--- src/rtl/relock_pkg.sv ---
// relock_pkg: shared constants for the relock sweeper.
// State encodings, amplitude seed shift, default widths.
package relock_pkg;

  localparam int DEF_IN_WIDTH    = 16;
  localparam int DEF_ACC_WIDTH   = 42;
  localparam int DEF_OUT_WIDTH   = 18;
  localparam int DEF_DWELL_WIDTH = 16;
  localparam int STEP_WIDTH      = 32;
  localparam int AMP_SEED_SHIFT  = 8;

  typedef enum logic [2:0] {
    ST_ZERO   = 3'd0,
    ST_UP     = 3'd1,
    ST_DOWN   = 3'd2,
    ST_RETURN = 3'd3,
    ST_FAULT  = 3'd4
  } state_e;

endpackage

--- src/rtl/relock_lock_detect.sv ---
// relock_lock_detect: window compare with dwell debounce.
// in: on, window bounds, signal, dwell, rails; out: locked, clear pulse.
module relock_lock_detect
  import relock_pkg::*;
#(
  parameter int IN_WIDTH    = DEF_IN_WIDTH,
  parameter int DWELL_WIDTH = DEF_DWELL_WIDTH
) (
  input  logic                   clk_in,
  input  logic                   rst_n_in,
  input  logic                   on_in,
  input  logic [IN_WIDTH-1:0]    minval_in,
  input  logic [IN_WIDTH-1:0]    maxval_in,
  input  logic [IN_WIDTH-1:0]    signal_in,
  input  logic [DWELL_WIDTH-1:0] dwell_in,
  input  logic [1:0]             railed_in,
  output logic                   locked_out,
  output logic                   clear_out
);

  localparam logic [DWELL_WIDTH-1:0] CNT_ONE =
    {{(DWELL_WIDTH-1){1'b0}}, 1'b1};

  logic                   in_win;
  logic                   locked_q, locked_d;
  logic                   clear_q, clear_d;
  logic [DWELL_WIDTH-1:0] cnt_q, cnt_d;

  assign in_win =
    ($signed(minval_in) < $signed(signal_in)) &&
    ($signed(signal_in) < $signed(maxval_in));

  // >= keeps the counter from running past a dwell
  // that was lowered while a disagreement was pending.
  always_comb begin
    locked_d = locked_q;
    cnt_d    = '0;
    clear_d  = 1'b0;
    if (!on_in) begin
      locked_d = 1'b1;
    end else if (in_win != locked_q) begin
      if (cnt_q >= dwell_in) begin
        locked_d = ~locked_q;
        clear_d  = locked_q && (railed_in != 2'b00);
      end else begin
        cnt_d = cnt_q + CNT_ONE;
      end
    end
  end

  always_ff @(posedge clk_in or negedge rst_n_in) begin
    if (!rst_n_in) begin
      locked_q <= 1'b1;
      clear_q  <= 1'b0;
      cnt_q    <= '0;
    end else begin
      locked_q <= locked_d;
      clear_q  <= clear_d;
      cnt_q    <= cnt_d;
    end
  end

  assign locked_out = locked_q;
  assign clear_out  = clear_q;

endmodule

--- src/rtl/relock_sweep.sv ---
// relock_sweep: triangle relock sweep with doubling amplitude.
// in: window/signal/step/ceiling/limits; out: hold, clear, lock, fault, state, sweep.
module relock_sweep
  import relock_pkg::*;
#(
  parameter int IN_WIDTH    = DEF_IN_WIDTH,
  parameter int ACC_WIDTH   = DEF_ACC_WIDTH,
  parameter int OUT_WIDTH   = DEF_OUT_WIDTH,
  parameter int DWELL_WIDTH = DEF_DWELL_WIDTH
) (
  input  logic                   clk_in,
  input  logic                   rst_n_in,
  input  logic                   on_in,
  input  logic [IN_WIDTH-1:0]    minval_in,
  input  logic [IN_WIDTH-1:0]    maxval_in,
  input  logic [IN_WIDTH-1:0]    signal_in,
  input  logic [STEP_WIDTH-1:0]  stepsize_in,
  input  logic [ACC_WIDTH-2:0]   amp_max_in,
  input  logic [7:0]             max_sweeps_in,
  input  logic [DWELL_WIDTH-1:0] dwell_in,
  input  logic [1:0]             railed_in,
  input  logic                   hold_in,
  output logic                   hold_out,
  output logic                   clear_out,
  output logic                   locked_out,
  output logic                   fault_out,
  output logic [2:0]             state_out,
  output logic [OUT_WIDTH-1:0]   signal_out
);

  localparam int AW = ACC_WIDTH - 1;
  // wide enough for step<<8 and for amp<<1
  localparam int WW = ACC_WIDTH + AMP_SEED_SHIFT;

  logic locked;

  relock_lock_detect #(
    .IN_WIDTH    (IN_WIDTH),
    .DWELL_WIDTH (DWELL_WIDTH)
  ) u_lock (
    .clk_in     (clk_in),
    .rst_n_in   (rst_n_in),
    .on_in      (on_in),
    .minval_in  (minval_in),
    .maxval_in  (maxval_in),
    .signal_in  (signal_in),
    .dwell_in   (dwell_in),
    .railed_in  (railed_in),
    .locked_out (locked),
    .clear_out  (clear_out)
  );

  state_e                        state_q, state_d;
  logic signed [ACC_WIDTH-1:0]   acc_q, acc_d;
  logic [AW-1:0]                 amp_q, amp_d;
  logic [7:0]                    cnt_q, cnt_d;
  logic                          fault_q, fault_d;

  logic signed [ACC_WIDTH-1:0]   step, neg_step;
  logic signed [ACC_WIDTH-1:0]   amp_ext, neg_amp;
  logic signed [ACC_WIDTH-1:0]   acc_up, acc_dn, acc_rt;
  logic                          rt_done;
  logic [WW-1:0]                 seed_w, dbl_w, max_w;
  logic [WW-1:0]                 full_w, amp_w;
  logic [AW-1:0]                 amp_nx;
  logic [7:0]                    cnt_inc;
  logic                          fault_hit;

  function automatic logic signed [ACC_WIDTH-1:0] sat_add(
    input logic signed [ACC_WIDTH-1:0] a,
    input logic signed [ACC_WIDTH-1:0] b
  );
    logic signed [ACC_WIDTH:0] s;
    s = {a[ACC_WIDTH-1], a} + {b[ACC_WIDTH-1], b};
    if (s[ACC_WIDTH] != s[ACC_WIDTH-1])
      sat_add = s[ACC_WIDTH]
        ? {1'b1, {(ACC_WIDTH-1){1'b0}}}
        : {1'b0, {(ACC_WIDTH-1){1'b1}}};
    else
      sat_add = s[ACC_WIDTH-1:0];
  endfunction

  assign step = $signed(
    {{(ACC_WIDTH-STEP_WIDTH){1'b0}}, stepsize_in});
  assign neg_step = -step;
  assign amp_ext  = $signed({1'b0, amp_q});
  assign neg_amp  = -amp_ext;

  assign acc_up = sat_add(acc_q, step);
  assign acc_dn = sat_add(acc_q, neg_step);

  // one step toward zero, snapping to zero inside +-step
  assign rt_done = !(acc_q > step) && !(acc_q < neg_step);
  assign acc_rt  = (acc_q > step)     ? acc_dn :
                   (acc_q < neg_step) ? acc_up : '0;

  assign seed_w = {{(WW-STEP_WIDTH-AMP_SEED_SHIFT){1'b0}},
                   stepsize_in, {AMP_SEED_SHIFT{1'b0}}};
  assign dbl_w  = {{(WW-ACC_WIDTH){1'b0}}, amp_q, 1'b0};
  assign max_w  = {{(WW-AW){1'b0}}, amp_max_in};
  assign full_w = {{(WW-AW){1'b0}}, {AW{1'b1}}};

  // the ceiling applies to doubling; the seed only
  // saturates to what the amplitude register can hold
  always_comb begin
    amp_w = (dbl_w < max_w) ? dbl_w : max_w;
    if (amp_q == '0)
      amp_w = seed_w;
    if (amp_w > full_w)
      amp_w = full_w;
  end

  assign amp_nx    = amp_w[AW-1:0];
  assign cnt_inc   = cnt_q + 8'd1;
  assign fault_hit = (max_sweeps_in != 8'd0) &&
                     (cnt_inc == max_sweeps_in);

  always_comb begin
    state_d = state_q;
    acc_d   = acc_q;
    amp_d   = amp_q;
    cnt_d   = cnt_q;
    fault_d = fault_q;
    if (!on_in) begin
      state_d = ST_ZERO;
      acc_d   = '0;
      amp_d   = '0;
      cnt_d   = '0;
      fault_d = 1'b0;
    end else if (!hold_in) begin
      unique case (state_q)
        ST_ZERO: begin
          acc_d = '0;
          amp_d = '0;
          cnt_d = '0;
          if (!locked)
            state_d = ST_UP;
        end
        ST_UP: begin
          acc_d = acc_up;
          if (locked) begin
            state_d = ST_RETURN;
          end else if (acc_q > amp_ext || railed_in[1]) begin
            amp_d = amp_nx;
            cnt_d = cnt_inc;
            if (fault_hit) begin
              state_d = ST_FAULT;
              fault_d = 1'b1;
            end else begin
              state_d = ST_DOWN;
            end
          end
        end
        ST_DOWN: begin
          acc_d = acc_dn;
          if (locked)
            state_d = ST_RETURN;
          else if (acc_q < neg_amp || railed_in[0])
            state_d = ST_UP;
        end
        ST_RETURN: begin
          amp_d = '0;
          cnt_d = '0;
          acc_d = acc_rt;
          if (!locked)
            state_d = ST_UP;
          else if (rt_done)
            state_d = ST_ZERO;
        end
        ST_FAULT: begin
          fault_d = 1'b1;
          acc_d   = acc_rt;
        end
        default: begin
          state_d = ST_ZERO;
          acc_d   = '0;
          amp_d   = '0;
          cnt_d   = '0;
          fault_d = 1'b0;
        end
      endcase
    end
  end

  always_ff @(posedge clk_in or negedge rst_n_in) begin
    if (!rst_n_in) begin
      state_q <= ST_ZERO;
      acc_q   <= '0;
      amp_q   <= '0;
      cnt_q   <= '0;
      fault_q <= 1'b0;
    end else begin
      state_q <= state_d;
      acc_q   <= acc_d;
      amp_q   <= amp_d;
      cnt_q   <= cnt_d;
      fault_q <= fault_d;
    end
  end

  assign hold_out   = on_in & ~locked;
  assign locked_out = locked;
  assign fault_out  = fault_q;
  assign state_out  = state_q;
  assign signal_out = acc_q[ACC_WIDTH-1 -: OUT_WIDTH];

endmodule

--- config.mk ---
export PLATFORM = sky130hd
export DESIGN_NAME = relock_sweep
export DESIGN_NICKNAME = d
export VERILOG_FILES = /design/src/rtl/relock_pkg.sv /design/src/rtl/relock_lock_detect.sv /design/src/rtl/relock_sweep.sv
export SDC_FILE = /design/constraint.sdc
export NUM_CORES = 1
export LEC_CHECK = 0
export ABC_AREA = 1
export CAP_MARGIN = 20
export CORE_UTILIZATION = 37
export CTS_CLUSTER_SIZE = 24
export DETAILED_ROUTE_END_ITERATION = 12
export PLACE_DENSITY = 0.55
export SLEW_MARGIN = 20
export SYNTH_ARGS = -nofsm -noshare
export SYNTH_HDL_FRONTEND = slang
export SYNTH_SLANG_ARGS = --single-unit
--- constraint.sdc ---
create_clock -name clk_in -period 4.57 [get_ports clk_in]
set_clock_uncertainty 0.2 [all_clocks]
set_input_delay 1.1425 -clock clk_in [delete_from_list [all_inputs] [get_ports clk_in]]
set_output_delay 1.1425 -clock clk_in [all_outputs]
set_load 0.005 [all_outputs]
==> metrics <==
status=complete, but fails checks; DR iter-0 viols=1876; row cnt=slightly below 90; Ports=around 180; largest net degree at the start of global routing=92; Pint=around 10000 uW; Placeable Area=between 50000 and 60000 um2; # setup viols final=45; Power per Cell Area=817.4 nW/um2; clock share of power=under 10%; RSZ-0062 raised after global routing=yes; placed instance count=~4800; Peak Freq=around 210 MHz; CTS tree=done; Initial Util=37.42%; Die ar.=about 58000 um2; sequential-to-total area share from yosys stat=between 10% and 20%; yosys warns=0; worst-path fanout max=5; number of enable flip-flop cells after synthesis=0; Clock Tree Buf Depth=2; Worst Path Required=approximately 4700 ps; non-filler cells, final=4875; slowest CP cell=ha_1; register bit total from synthesis=113; Tmin final=4779 ps; count of input and output buffers=roughly 180; GP Congestion=roughly 1; worst skew pair latency=around 470 ps; share of layout cells above drive strength 1=about a fifth; Fin Hold WS=about 270 ps; DIE WIDTH=240.8 um; Crit path top cell by count=nand2_2; main area contributors after synthesis=ha_1 19%, nand2_1 19%, dfrtp_1 13%, inv_1 9.3%, nor2_1 5.9%; Max-cap violations=0; CTS Root Cell=clkbuf_16; register clock-pin slew on the reported worst setup and hold paths=around 70 ps; CP peak stage delay=370 ps; Async SR Flop Fraction=100.0%; worst setup margin=-209.3 ps; Pleak=around 0.016 uW; fin crit share=104.6%; Yosys cell types=48; wire length per cell=between 15 and 20 um; Comb pwr share=between 80% and 90%; final net count=around 4600; Hold/Removal Path Class=reg -> reg; CTS sink cnt=about 110; antenna diode count=0; HPWL after detailed placement=between 70 and 80 mm; total number of vias=between 20000 and 25000; endpoint class of the critical path=flop; drc violations=2; H-tree levels=4; peak supply drop=725.0 uV; GRT overflow=0; setup total negative slack=-7444 ps; Die Ht=around 240 um; # fillers=around 5900; Syn-to-layout area delta=36.75%; Post-Route WL=~88 mm; cell taking the most area after synthesis=ha_1; crit path DAT=around 4900 ps; hold_buf cts=0; number of global-route vias before repair=between 20000 and 25000; Final Hold Fails=0; CTS buffer count=17; post-route antenna net violation count=0; top cell type's share of synthesized area=19.15%; worst slew pin tran=951.8 ps; Post-Syn Area=21100 um2; Slew Limit Fails=0; syn_nets=between 3000 and 4000; vias per inst=5.090; Avg Inst Size Synth=around 6.0 um2; global-route wire length before repair=~130 mm; most common cell after layout, fill and taps aside=nand2_1; Pwr Total=~24000 uW; Sw Ratio=~56%; initial antenna violation count=1; startpoint types=input port; Synth Flop Type=dfrtp_1; Crit Path Class=in -> reg; top cell family by delay on the critical path=simple AND/OR/NAND/NOR gates; violated checks=design-rule violations, negative setup slack; worst rel slew slack=a little over a third; Synth Instances=between 3000 and 4000; most frequent cells in the layout=1006 x nand2_1, 499 x inv_1, 450 x buf_4; CP bufs+invs=7; P_sw=around 13000 uW; drt pass-1 iters=9; Tot GR Track Use=a little under a third; Seq pwr share=under 10%
==> routing by layer <==
metal  GRT usage [%]  share of wire (%)
met5               0              0.015
met3           2.516                5.6
met4           11.07                3.5
met1           42.43                 46
met2           48.20                 44
==> kinds of logic (layout without fill, tap and decap cells) <==
| kind of cell | count (synthesis) | in the layout | synth area share, % |
|---|---|---|---|
| compound gates | 433 | 433 | 10.98 |
| xor+xnor | 119 | 119 | 4.939 |
| fa+ha+maj | 325 | 325 | 19.34 |
| buf+inv | 636 | 1237 | 12.19 |
| flops | 113 | 113 | 13.41 |
| simple gates | 1892 | 1892 | 39.14 |
==> worst paths after layout <==
check	slack, ps	to	from	depth (start not counted)
max	-210	acc_q[33]$_DFFE_PN0N_	stepsize_in[5]	32
min	270	u_lock.cnt_q[0]$_DFF_PN0_	u_lock.cnt_q[0]$_DFF_PN0_	1
max reg2reg	320	state_out[2]$_DFFE_PN0P_	amp_q[0]$_DFFE_PN0P_	27
min reg2reg	270	u_lock.cnt_q[0]$_DFF_PN0_	u_lock.cnt_q[0]$_DFF_PN0_	1
max in group asynchronous	2780	acc_q[8]$_DFFE_PN0N_	rst_n_in	2
min in group asynchronous	510	u_lock.cnt_q[0]$_DFF_PN0_	rst_n_in	1
==> flip-flops by register name, summed over array words and instances, names as in the netlist <==
name,count
acc_q,42
amp_q,41
cnt_q,8
fault_out,1
state_out,3
u_lock.clear_out,1
u_lock.cnt_q,16
u_lock.locked_out,1
==> layout make-up <==
cell class	instances	area [um2]	share of cell area (%)
tap	756	945.9	3.278
clock inverter	15	160.2	0.5550
clock buffer	17	425.4	1.474
sequential	113	2829	9.804
timing repair inverter	4	58.81	0.2038
multi-input combinational	2769	16540	57.33
timing repair buffer	662	5836	20.22
inverter	539	2057	7.128
==> cells in the mapped netlist (all sizes together) (2+ instances only) <==
cell type and instances:
a21boi 3, a21o 8, a21oi 216, a31oi 4, and3 2, buf 58, clkbuf 39, clkinv 4
dfrtp 112, fa 2, ha 323, inv 535, nand2 1114, nand3 192, nand4 148, nor2 352
nor3 58, nor4 21, o211ai 9, o21a 13, o21ai 158, o21bai 18, o31ai 2, or2 2
xnor2 18, xor2 101
==> timing repair <==
| action | CTS | global route |
|---|---|---|
| gates resized for setup | 196 | 136 |
| pin swaps | 40 | 68 |
| setup buffers | 31 | 19 |
| setup endpoints to repair | 45 | 45 |
| cloned | 12 | 4 |
==> stage by stage <==
step           utilization, %  worst slack [ps]  area, um2
2_1_floorplan               -             4.327      21120
3_3_place_gp            47.17             -1117      26600
3_5_place_dp            47.17             -1151      26600
4_1_cts                 50.22            -115.2      28320
5_1_grt                 51.18            -433.3      28860
6_report                51.18            -209.3      28860
==> power groups by stage <==
stage / combinational [uW] / clock [uW] / sequential [uW]
after detailed placement: 16700 / 0 / 2010
after global routing: 22100 / 1440 / 2070
after CTS: 19100 / 1400 / 2010
after floorplan: 11200 / 0 / 1680
after global placement: 16700 / 0 / 2010
final: 20100 / 1390 / 2050
Note: power is estimated with default switching activity, not from simulation.
